===== config.mk =====
export PLATFORM = sky130hd
export DESIGN_NAME = dpram_rmw_port
export DESIGN_NICKNAME = d
export VERILOG_FILES = /design/src/rtl/dpram_rmw_port.sv
export SDC_FILE = /design/constraint.sdc
export NUM_CORES = 1
export LEC_CHECK = 0
export ABC_AREA = 1
export CAP_MARGIN = 20
export CORE_MARGIN = 2
export CORE_UTILIZATION = 48
export DETAILED_ROUTE_END_ITERATION = 8
export PLACE_DENSITY = 0.83
export SLEW_MARGIN = 15
export SYNTH_ARGS = -nofsm -noshare
export SYNTH_HDL_FRONTEND = slang
export SYNTH_SLANG_ARGS = --single-unit

===== constraint.sdc =====
create_clock -name clk -period 1.8 [get_ports clk]
set_input_delay 0.36 -clock clk [delete_from_list [all_inputs] [get_ports clk]]
set_output_delay 0.36 -clock clk [all_outputs]
set_load 0.005 [all_outputs]

===== src/rtl/dpram_rmw_port.sv =====
// dpram_rmw_port
//   Requester for one port of a dual-port RAM. It accepts word reads and
//   byte-masked writes over a valid/ready handshake. The RAM port has no byte
//   enables, so a partial write is done as read, merge, then write back.
//
//   Optional build macro: DPRAM_RMW_FWD_EN
//     When defined, a last-write register (valid, addr, data) is kept.
//     A read that hits it completes from the register without touching the RAM.
//     A partial write that hits it merges against the register and skips the
//     read. This is only safe when this block is the only writer of the RAM.
//
//   Ports
//     clk        : single clock
//     reset      : synchronous, active-high reset
//     req_valid  : request present
//     req_ready  : high in IDLE; a request is taken when valid && ready
//     req_write  : 1 = write, 0 = read
//     req_addr   : word address
//     req_wdata  : write data
//     req_be     : byte enables, bit i covers data[8i+7:8i]
//     rsp_valid  : one-cycle completion pulse per accepted request
//     rsp_rdata  : read -> RAM word, write -> merged word written, be==0 -> 0
//     ram_addr   : RAM address
//     ram_data   : RAM write data
//     ram_wren   : RAM write enable, high only in the WR state
//     ram_q      : RAM read data (registered, one-cycle latency)

module dpram_rmw_port #(
   parameter int ADDR_W = 10,
   parameter int DATA_W = 32,
   localparam int NB = DATA_W / 8
) (
   input  logic              clk,
   input  logic              reset,
   input  logic              req_valid,
   output logic              req_ready,
   input  logic              req_write,
   input  logic [ADDR_W-1:0] req_addr,
   input  logic [DATA_W-1:0] req_wdata,
   input  logic [NB-1:0]     req_be,
   output logic              rsp_valid,
   output logic [DATA_W-1:0] rsp_rdata,
   output logic [ADDR_W-1:0] ram_addr,
   output logic [DATA_W-1:0] ram_data,
   output logic              ram_wren,
   input  logic [DATA_W-1:0] ram_q
);

   localparam logic [2:0] ST_IDLE = 3'd0;
   localparam logic [2:0] ST_RD   = 3'd1;
   localparam logic [2:0] ST_WAIT = 3'd2;
   localparam logic [2:0] ST_WR   = 3'd3;
   localparam logic [2:0] ST_DONE = 3'd4;

   localparam logic [NB-1:0] BE_ALL = {NB{1'b1}};

   logic [2:0]        state_r;
   logic              write_r;
   logic [DATA_W-1:0] wdata_r;
   logic [NB-1:0]     be_r;
   logic [ADDR_W-1:0] ram_addr_r;
   logic [DATA_W-1:0] ram_data_r;
   logic              ram_wren_r;
   logic              rsp_valid_r;
   logic [DATA_W-1:0] rsp_rdata_r;

`ifdef DPRAM_RMW_FWD_EN
   logic              last_vld_r;
   logic [ADDR_W-1:0] last_addr_r;
   logic [DATA_W-1:0] last_data_r;
   logic [DATA_W-1:0] done_data_r;
   logic              hit_s;
`endif

   // Byte-lane merge: enabled lanes take the new data, others keep the old word.
   function automatic logic [DATA_W-1:0] merge_lanes(
      input logic [DATA_W-1:0] new_word,
      input logic [NB-1:0]     lane_en,
      input logic [DATA_W-1:0] old_word
   );
      logic [DATA_W-1:0] merged;
      merged = old_word;
      for (int i = 0; i < NB; i++) begin
         if (lane_en[i]) begin
            merged[8*i +: 8] = new_word[8*i +: 8];
         end else begin
            merged[8*i +: 8] = old_word[8*i +: 8];
         end
      end
      return merged;
   endfunction

   assign req_ready = (state_r == ST_IDLE);
   assign rsp_valid = rsp_valid_r;
   assign rsp_rdata = rsp_rdata_r;
   assign ram_addr  = ram_addr_r;
   assign ram_data  = ram_data_r;
   assign ram_wren  = ram_wren_r;

`ifdef DPRAM_RMW_FWD_EN
   assign hit_s = last_vld_r && (last_addr_r == req_addr);
`endif

   // Request sequencer: accept, optional RAM read, merge, write back, respond.
   always_ff @(posedge clk) begin
      if (reset) begin
         state_r     <= ST_IDLE;
         write_r     <= 1'b0;
         wdata_r     <= '0;
         be_r        <= '0;
         ram_addr_r  <= '0;
         ram_data_r  <= '0;
         ram_wren_r  <= 1'b0;
         rsp_valid_r <= 1'b0;
         rsp_rdata_r <= '0;
`ifdef DPRAM_RMW_FWD_EN
         last_vld_r  <= 1'b0;
         last_addr_r <= '0;
         last_data_r <= '0;
         done_data_r <= '0;
`endif
      end else begin
         // Pulses: asserted only by the transition that needs them.
         rsp_valid_r <= 1'b0;
         ram_wren_r  <= 1'b0;
         case (state_r)
            ST_IDLE: begin
               if (req_valid) begin
                  ram_addr_r <= req_addr;
                  write_r    <= req_write;
                  wdata_r    <= req_wdata;
                  be_r       <= req_be;
`ifdef DPRAM_RMW_FWD_EN
                  if (!req_write && hit_s) begin
                     done_data_r <= last_data_r;
                     state_r     <= ST_DONE;
                  end else if (req_write && (req_be == '0)) begin
                     done_data_r <= '0;
                     state_r     <= ST_DONE;
                  end else if (req_write && (req_be == BE_ALL)) begin
                     ram_data_r <= req_wdata;
                     ram_wren_r <= 1'b1;
                     state_r    <= ST_WR;
                  end else if (req_write && hit_s) begin
                     // Cached copy is current because this block is the sole writer.
                     ram_data_r <= merge_lanes(req_wdata, req_be, last_data_r);
                     ram_wren_r <= 1'b1;
                     state_r    <= ST_WR;
                  end else begin
                     state_r <= ST_RD;
                  end
`else
                  if (req_write && (req_be == '0)) begin
                     state_r <= ST_DONE;
                  end else if (req_write && (req_be == BE_ALL)) begin
                     ram_data_r <= req_wdata;
                     ram_wren_r <= 1'b1;
                     state_r    <= ST_WR;
                  end else begin
                     state_r <= ST_RD;
                  end
`endif
               end
            end
            ST_RD: begin
               // RAM samples ram_addr at the end of this cycle.
               state_r <= ST_WAIT;
            end
            ST_WAIT: begin
               if (write_r) begin
                  // Merge uses the word sampled now; a concurrent write from
                  // the other RAM port after this point is not seen.
                  ram_data_r <= merge_lanes(wdata_r, be_r, ram_q);
                  ram_wren_r <= 1'b1;
                  state_r    <= ST_WR;
               end else begin
                  rsp_rdata_r <= ram_q;
                  rsp_valid_r <= 1'b1;
                  state_r     <= ST_IDLE;
               end
            end
            ST_WR: begin
               rsp_rdata_r <= ram_data_r;
               rsp_valid_r <= 1'b1;
               state_r     <= ST_IDLE;
`ifdef DPRAM_RMW_FWD_EN
               last_vld_r  <= 1'b1;
               last_addr_r <= ram_addr_r;
               last_data_r <= ram_data_r;
`endif
            end
            ST_DONE: begin
`ifdef DPRAM_RMW_FWD_EN
               rsp_rdata_r <= done_data_r;
`else
               rsp_rdata_r <= '0;
`endif
               rsp_valid_r <= 1'b1;
               state_r     <= ST_IDLE;
            end
            default: begin
               state_r <= ST_IDLE;
            end
         endcase
      end
   end

endmodule


==> results of run 1 <==
==> area by class of cell <==
class / count / area (um2)
Multi-Input combinational cell: 619 / 2740
Clock buffer: 21 / 460
Tap cell: 143 / 179
Fill cell: 959 / 3460
Timing Repair Buffer: 184 / 1840
Sequential cell: 116 / 2320
Clock inverter: 10 / 83.8
Inverter: 76 / 285
==> metal layers <==
layer	wire length, um	vias to the layer above	part of all wire
li1	-	3025	-
met4	274	0	0.018
met2	7250	210	0.47
met3	1150	21	0.075
met5	0	-	0
met1	6630	2551	0.43
==> state kept, by name, summed over array words and instances (netlist names) <==
register and cells:
ram_addr 10, write_r 1, rsp_rdata 32, ram_data 32
wdata_r 32, state_r 3, ram_wren 1, be_r 4
rsp_valid 1
==> final timing paths <==
check | from | end | slack [ns]
worst min-delay path | wdata_r[21]$_SDFFE_PP0P_ | wdata_r[21]$_SDFFE_PP0P_ | 0.44
worst min register to register | wdata_r[21]$_SDFFE_PP0P_ | wdata_r[21]$_SDFFE_PP0P_ | 0.44
worst max-delay path | state_r[2]$_SDFFE_PP0P_ | req_ready | 0.14
worst max register to register | state_r[2]$_SDFFE_PP0P_ | ram_data[3]$_SDFFE_PP0P_ | 0.19
==> Yosys cell counts, types with 5 or more instances <==
cell type,instances,area (um2)
nor2_1,132,495
inv_1,71,267
buf_2,28,140
o21ai_0,99,495
nand3b_1,32,240
buf_1,5,18.8
nand2_1,252,946
dfxtp_1,116,2320
a21oi_1,49,245
inv_2,5,18.8
nand3_1,49,245
clkbuf_1,25,93.8
==> worst min-delay path, cell delays in order (launching register included) <==
cell and delay, ns:
dfxtp_1 0.29, inv_1 0.05, a21oi_1 0.05
==> power groups by stage <==
stage / registers, mW / logic, mW / clock network [mW]
final: 2.96 / 1.67 / 3.08
after floorplan: 3.00 / 0.874 / 0
after detailed placement: 3.01 / 1.66 / 0
after global routing: 2.99 / 1.88 / 3.26
after CTS: 2.96 / 1.68 / 3.12
after global placement: 3.00 / 1.64 / 0
==> cells in the final DEF (no fill, tap or decap), types with 2 or more instances in the layout <==
cell,n
a21oi_1,49
buf_12,5
buf_4,21
clkbuf_1,2
clkbuf_16,17
clkbuf_8,2
clkdlybuf4s50_1,157
clkinv_2,6
clkinvlp_4,2
dfxtp_1,116
inv_1,71
inv_2,5
nand2_1,251
nand3_1,47
nand3_4,2
nand3b_1,32
nor2_1,132
nor2_2,2
nor3_1,2
o21ai_0,99
==> per-stage QoR <==
step	cells	setup slack [ns]	hold slack [ns]	utilization	power, mW
floorplan	870	0.487	0.424	-	3.88
global placement	1138	0.0879	0.433	0.648	4.64
detailed placement	1138	0.0480	0.436	0.648	4.67
CTS	1169	0.0766	0.445	0.695	7.76
global route	1169	0.00581	0.461	0.696	8.13
finish	1169	0.142	0.442	0.696	7.71
==> what timing repair did <==
item	CTS	global route
pin swaps	0	0
setup buffers	0	0
gates resized for setup	1	1
hold buffers	0	0
endpoints found under the setup margin	1	27
endpoints found under the hold margin	0	0
==> cells by family (layout without fill, tap and decap cells) <==
family                 after synthesis  after routing  synth area share
AO/OA/AOI/OAI                      149            149             0.136
flip-flops                         116            116             0.416
buffers and inverters              135            291            0.0977
AND/OR/NAND/NOR                    470            470             0.351
==> metrics.txt, run 1 <==
status complete, no violations; synthesis-to-finish area growth 41.7%; Post-Synthesis Cells 870; DR vias 5807; Max VDD drop 0.000593 V; Via density 4.97; Min-Delay Path Depth 2; die area 12500 um2; #FFs+latches synth 116; Post-DP HPWL 10.4 mm; final setup fails 0; Starting DRT DRC Count 353; DIE WIDTH 112 um; CTS tree done; cell area after synthesis 5580 um2; share of cells above drive strength 1 0.0653; critical path's top delay family flip-flops; final WL 15.3 mm; # port buffers 158; minimum clock period after layout 1.66 ns; clock tree root driver cell clkbuf_16; first-pass GRT wire length 25.5 mm; syn_nets 952; Initial Util 0.491; RD Place Congestion 0.890; Crit path largest cell delay 0.42 ns; Main synth FF type dfxtp_1; initial antenna violation count 0; Logic pwr share 0.217; CP Capture Type output port; Slew @ Worst Pin 0.473 ns; clk slew on worst S/H paths 0.06 ns; sw frac 0.272; largest net degree at the start of global routing 60; Power Internal 5.61 mW; die height 112 um; met3 usage 0.0637; EDFF count, synth 0; P per Cell Area 975 nW/um2; sequential fraction of the synthesis area 0.416; Setup CP Type flip-flop to output port; max-cap viol count 0; DRT antenna net count 0; Hold Path Class flip-flop to flip-flop; Final Hold Viols 0; busiest grt layer met2; GRT overflow 0; met1 usage 0.323; sw power 2.10 mW; Core Area 11400 um2; period utilization 0.921; Reg power frac 0.384; Critical Path AT 1.30 ns; average wire per standard cell 13.1 um; setup_tns 0 ns; synth unique cells 17; H-tree levels 4; top-level I/O count 159; syn_area_per_cell 6.42 um2; slowest CP cell dfxtp_1; CTS max path bufs 2; Ant. Diodes 0; synth warn 0; DRC 0; design area 7910 um2; met2 Track Usage GR 0.396; fraction of registers with async set or reset after synthesis 0; clock share of power 0.400; cell depth of the worst setup path 4; Rel. slew slack 0.684; CP max FO 4; All-Layer GR Usage 0.248; CP Cell Sequence inv_2, nand2_1, nor2_2, dlygate4sd2_1; CTS Sinks 116; critical path startpoint category flip-flop; Slew Viols, Final 0; RSZ-0062 raised after global routing false; Pre-antenna DRT Iters 5; Inserted Clock Buffers 17; final net count 1096; R2R cell count 8; CP bufs+invs 2; vias in the first global route 5306; P_leak 3.68 nW; Area after DPL 7360 um2; fmax 0.603 GHz; clk_lat worst skew 0.40 ns; Final Skew 0.0139 ns; critical path required time 1.44 ns; Core Rows 39
Note: power is estimated with default switching activity, not from simulation.
==> run 2: changes to the inputs <==
Settings changed: CORE_UTILIZATION 48 to 52, PLACE_DENSITY 0.83 to 0.89, RECOVER_POWER from default to 50.
Clock period 1.8 ns to 2.1 ns, I/O delays scaled along.
==> metrics.txt, run 2 (same netlist as run 1, synthesis figures left out) <==
# port buffers 158 (unchanged); RD Place Congestion 0.847 (-4.8%); total power 6.89 mW (-11%); status complete, no violations; DIE WIDTH 108 um (-3.8%); P_leak 3.69 nW (+0.46%); Via density 5.12 (+3.1%); CP Capture Type output port; critical path endpoint ram_data[10]; P per Cell Area 878 nW/um2 (-9.9%); critical path's top delay family buffers and inverters; final net count 1088 (-0.73%); Pre-antenna DRT Iters 5 (unchanged); clock tree root driver cell clkbuf_8; Final Hold Viols 0 (unchanged); max-cap viol count 0 (unchanged); DR vias 5912 (+1.8%); final core utilization 0.756 (+0.0602); final WL 16.0 mm (+4.5%); average wire per standard cell 13.9 um (+5.9%); Slew @ Worst Pin 0.577 ns (+0.104 ns); die area 11600 um2 (-7.4%); reg-to-reg endpoint rsp_rdata[31]$_SDFFE_PP0P_; Hold Path Class flip-flop to flip-flop; vias in the first global route 5445 (+2.6%); Setup CP Type flip-flop to output port; All-Layer GR Usage 0.277 (+0.0291); DRC 0 (unchanged); Core Area 10400 um2 (-8.8%); R2R cell count 8 (unchanged); dpl ws 0.262 ns (+0.214 ns); Post-DP HPWL 10.1 mm (-3.0%); FF-to-FF Start state_r[2]$_SDFFE_PP0P_; H-tree levels 4 (unchanged); Initial Util 0.538 (+0.0473); Rel. slew slack 0.615 (-0.0691); CP bufs+invs 1 (-1); die height 108 um (-3.8%); clk_lat worst skew 0.52 ns (+0.12 ns); share of cells above drive strength 1 0.0540 (-0.0113); Ant. Diodes 0 (unchanged); largest net degree at the start of global routing 66 (+10%); clk slew on worst S/H paths 0.05 ns (about the same); initial antenna violation count 0 (unchanged); RSZ-0062 raised after global routing false; GRT overflow 0 (unchanged); critical path startpoint category flip-flop; CP max FO 2 (-2); Final Skew 0.00879 ns (-0.00512 ns); Inserted Clock Buffers 17 (unchanged); critical path required time 1.68 ns (+0.24 ns); FILL cells 781 (-19%); synthesis-to-finish area growth 40.4%; Starting DRT DRC Count 365 (+3.4%); commonest non-fill, non-tap cell in the layout nand2_1; CTS tree done; final hold slack 0.448 ns (+0.00612 ns); CTS Sinks 116 (unchanged); first-pass GRT wire length 25.5 mm (+0.22%); fmax 0.544 GHz; slowest CP cell dlygate4sd3_1; DRT antenna net count 0 (unchanged); cell depth of the worst setup path 1 (-3); r2r setup slk 0.27 ns (+0.08 ns); final setup fails 0 (unchanged); Core Rows 37 (-5.1%); minimum clock period after layout 1.84 ns; Max VDD drop 0.000521 V (-12%); HP Start wdata_r[11]$_SDFFE_PP0P_; Final Worst Setup Slack 0.261 ns (+0.119 ns); top-level I/O count 159 (unchanged); Critical Path AT 1.42 ns (+0.12 ns); CP Cell Sequence dlygate4sd3_1; most frequent cells in the layout 252 x nand2_1, 144 x clkdlybuf4s50_1, 134 x nor2_1, 116 x dfxtp_1, 99 x o21ai_0; CP Launch Point ram_data[10]$_SDFFE_PP0P_; period utilization 0.876; Crit path largest cell delay 0.58 ns (+0.16 ns); CTS max path bufs 2 (unchanged); setup_tns 0 ns (unchanged); Slew Viols, Final 0 (unchanged)
[run 2: area by class of cell]
| class | count | area, um2 | area share |
|---|---|---|---|
| Inverter | 76 | 285 | 0.0364 |
| Timing Repair Buffer | 176 | 1740 | 0.222 |
| Sequential cell | 116 | 2320 | 0.296 |
| Clock buffer | 22 | 483 | 0.0616 |
| Clock inverter | 9 | 125 | 0.0160 |
| Multi-Input combinational cell | 619 | 2720 | 0.346 |
| Tap cell | 136 | 170 | 0.0217 |
[run 2: repair_timing]
| action | in CTS | in global routing |
|---|---|---|
| hold buffers | 0 | 0 |
| buffers inserted | 0 | 0 |
| setup endpoints to repair | 0 | 1 |
| gates resized for setup | 0 | 1 |
[run 2: worst min-delay path by stage]
stage | slack, ns | to | depth (start not counted)
after floorplan | 0.42 | wdata_r[10]$_SDFFE_PP0P_ | 2
after global placement | 0.43 | wdata_r[14]$_SDFFE_PP0P_ | 2
after detailed placement | 0.44 | wdata_r[7]$_SDFFE_PP0P_ | 2
after CTS | 0.45 | wdata_r[18]$_SDFFE_PP0P_ | 2
after global routing | 0.47 | wdata_r[11]$_SDFFE_PP0P_ | 2
final | 0.45 | wdata_r[11]$_SDFFE_PP0P_ | 2
[run 2: metrics by stage]
stage                     std cells  instance area [um2]
final                          1154                 7840
after global routing           1154                 7840
after CTS                      1154                 7860
after detailed placement       1123                 7250
after global placement         1123                 7250
after floorplan                 870                 5580
[run 2: layer usage]
layer	global-route usage	part of all wire	wire length, um
met2	0.452	0.47	7520
met5	0	0	0
met1	0.348	0.42	6760
met4	0.108	0.022	354
met3	0.0738	0.086	1370
[run 2: where the power goes]
part | switching, mW | internal (mW)
logic | 0.737 | 0.674
registers | 0.101 | 2.43
clock network | 0.993 | 1.95
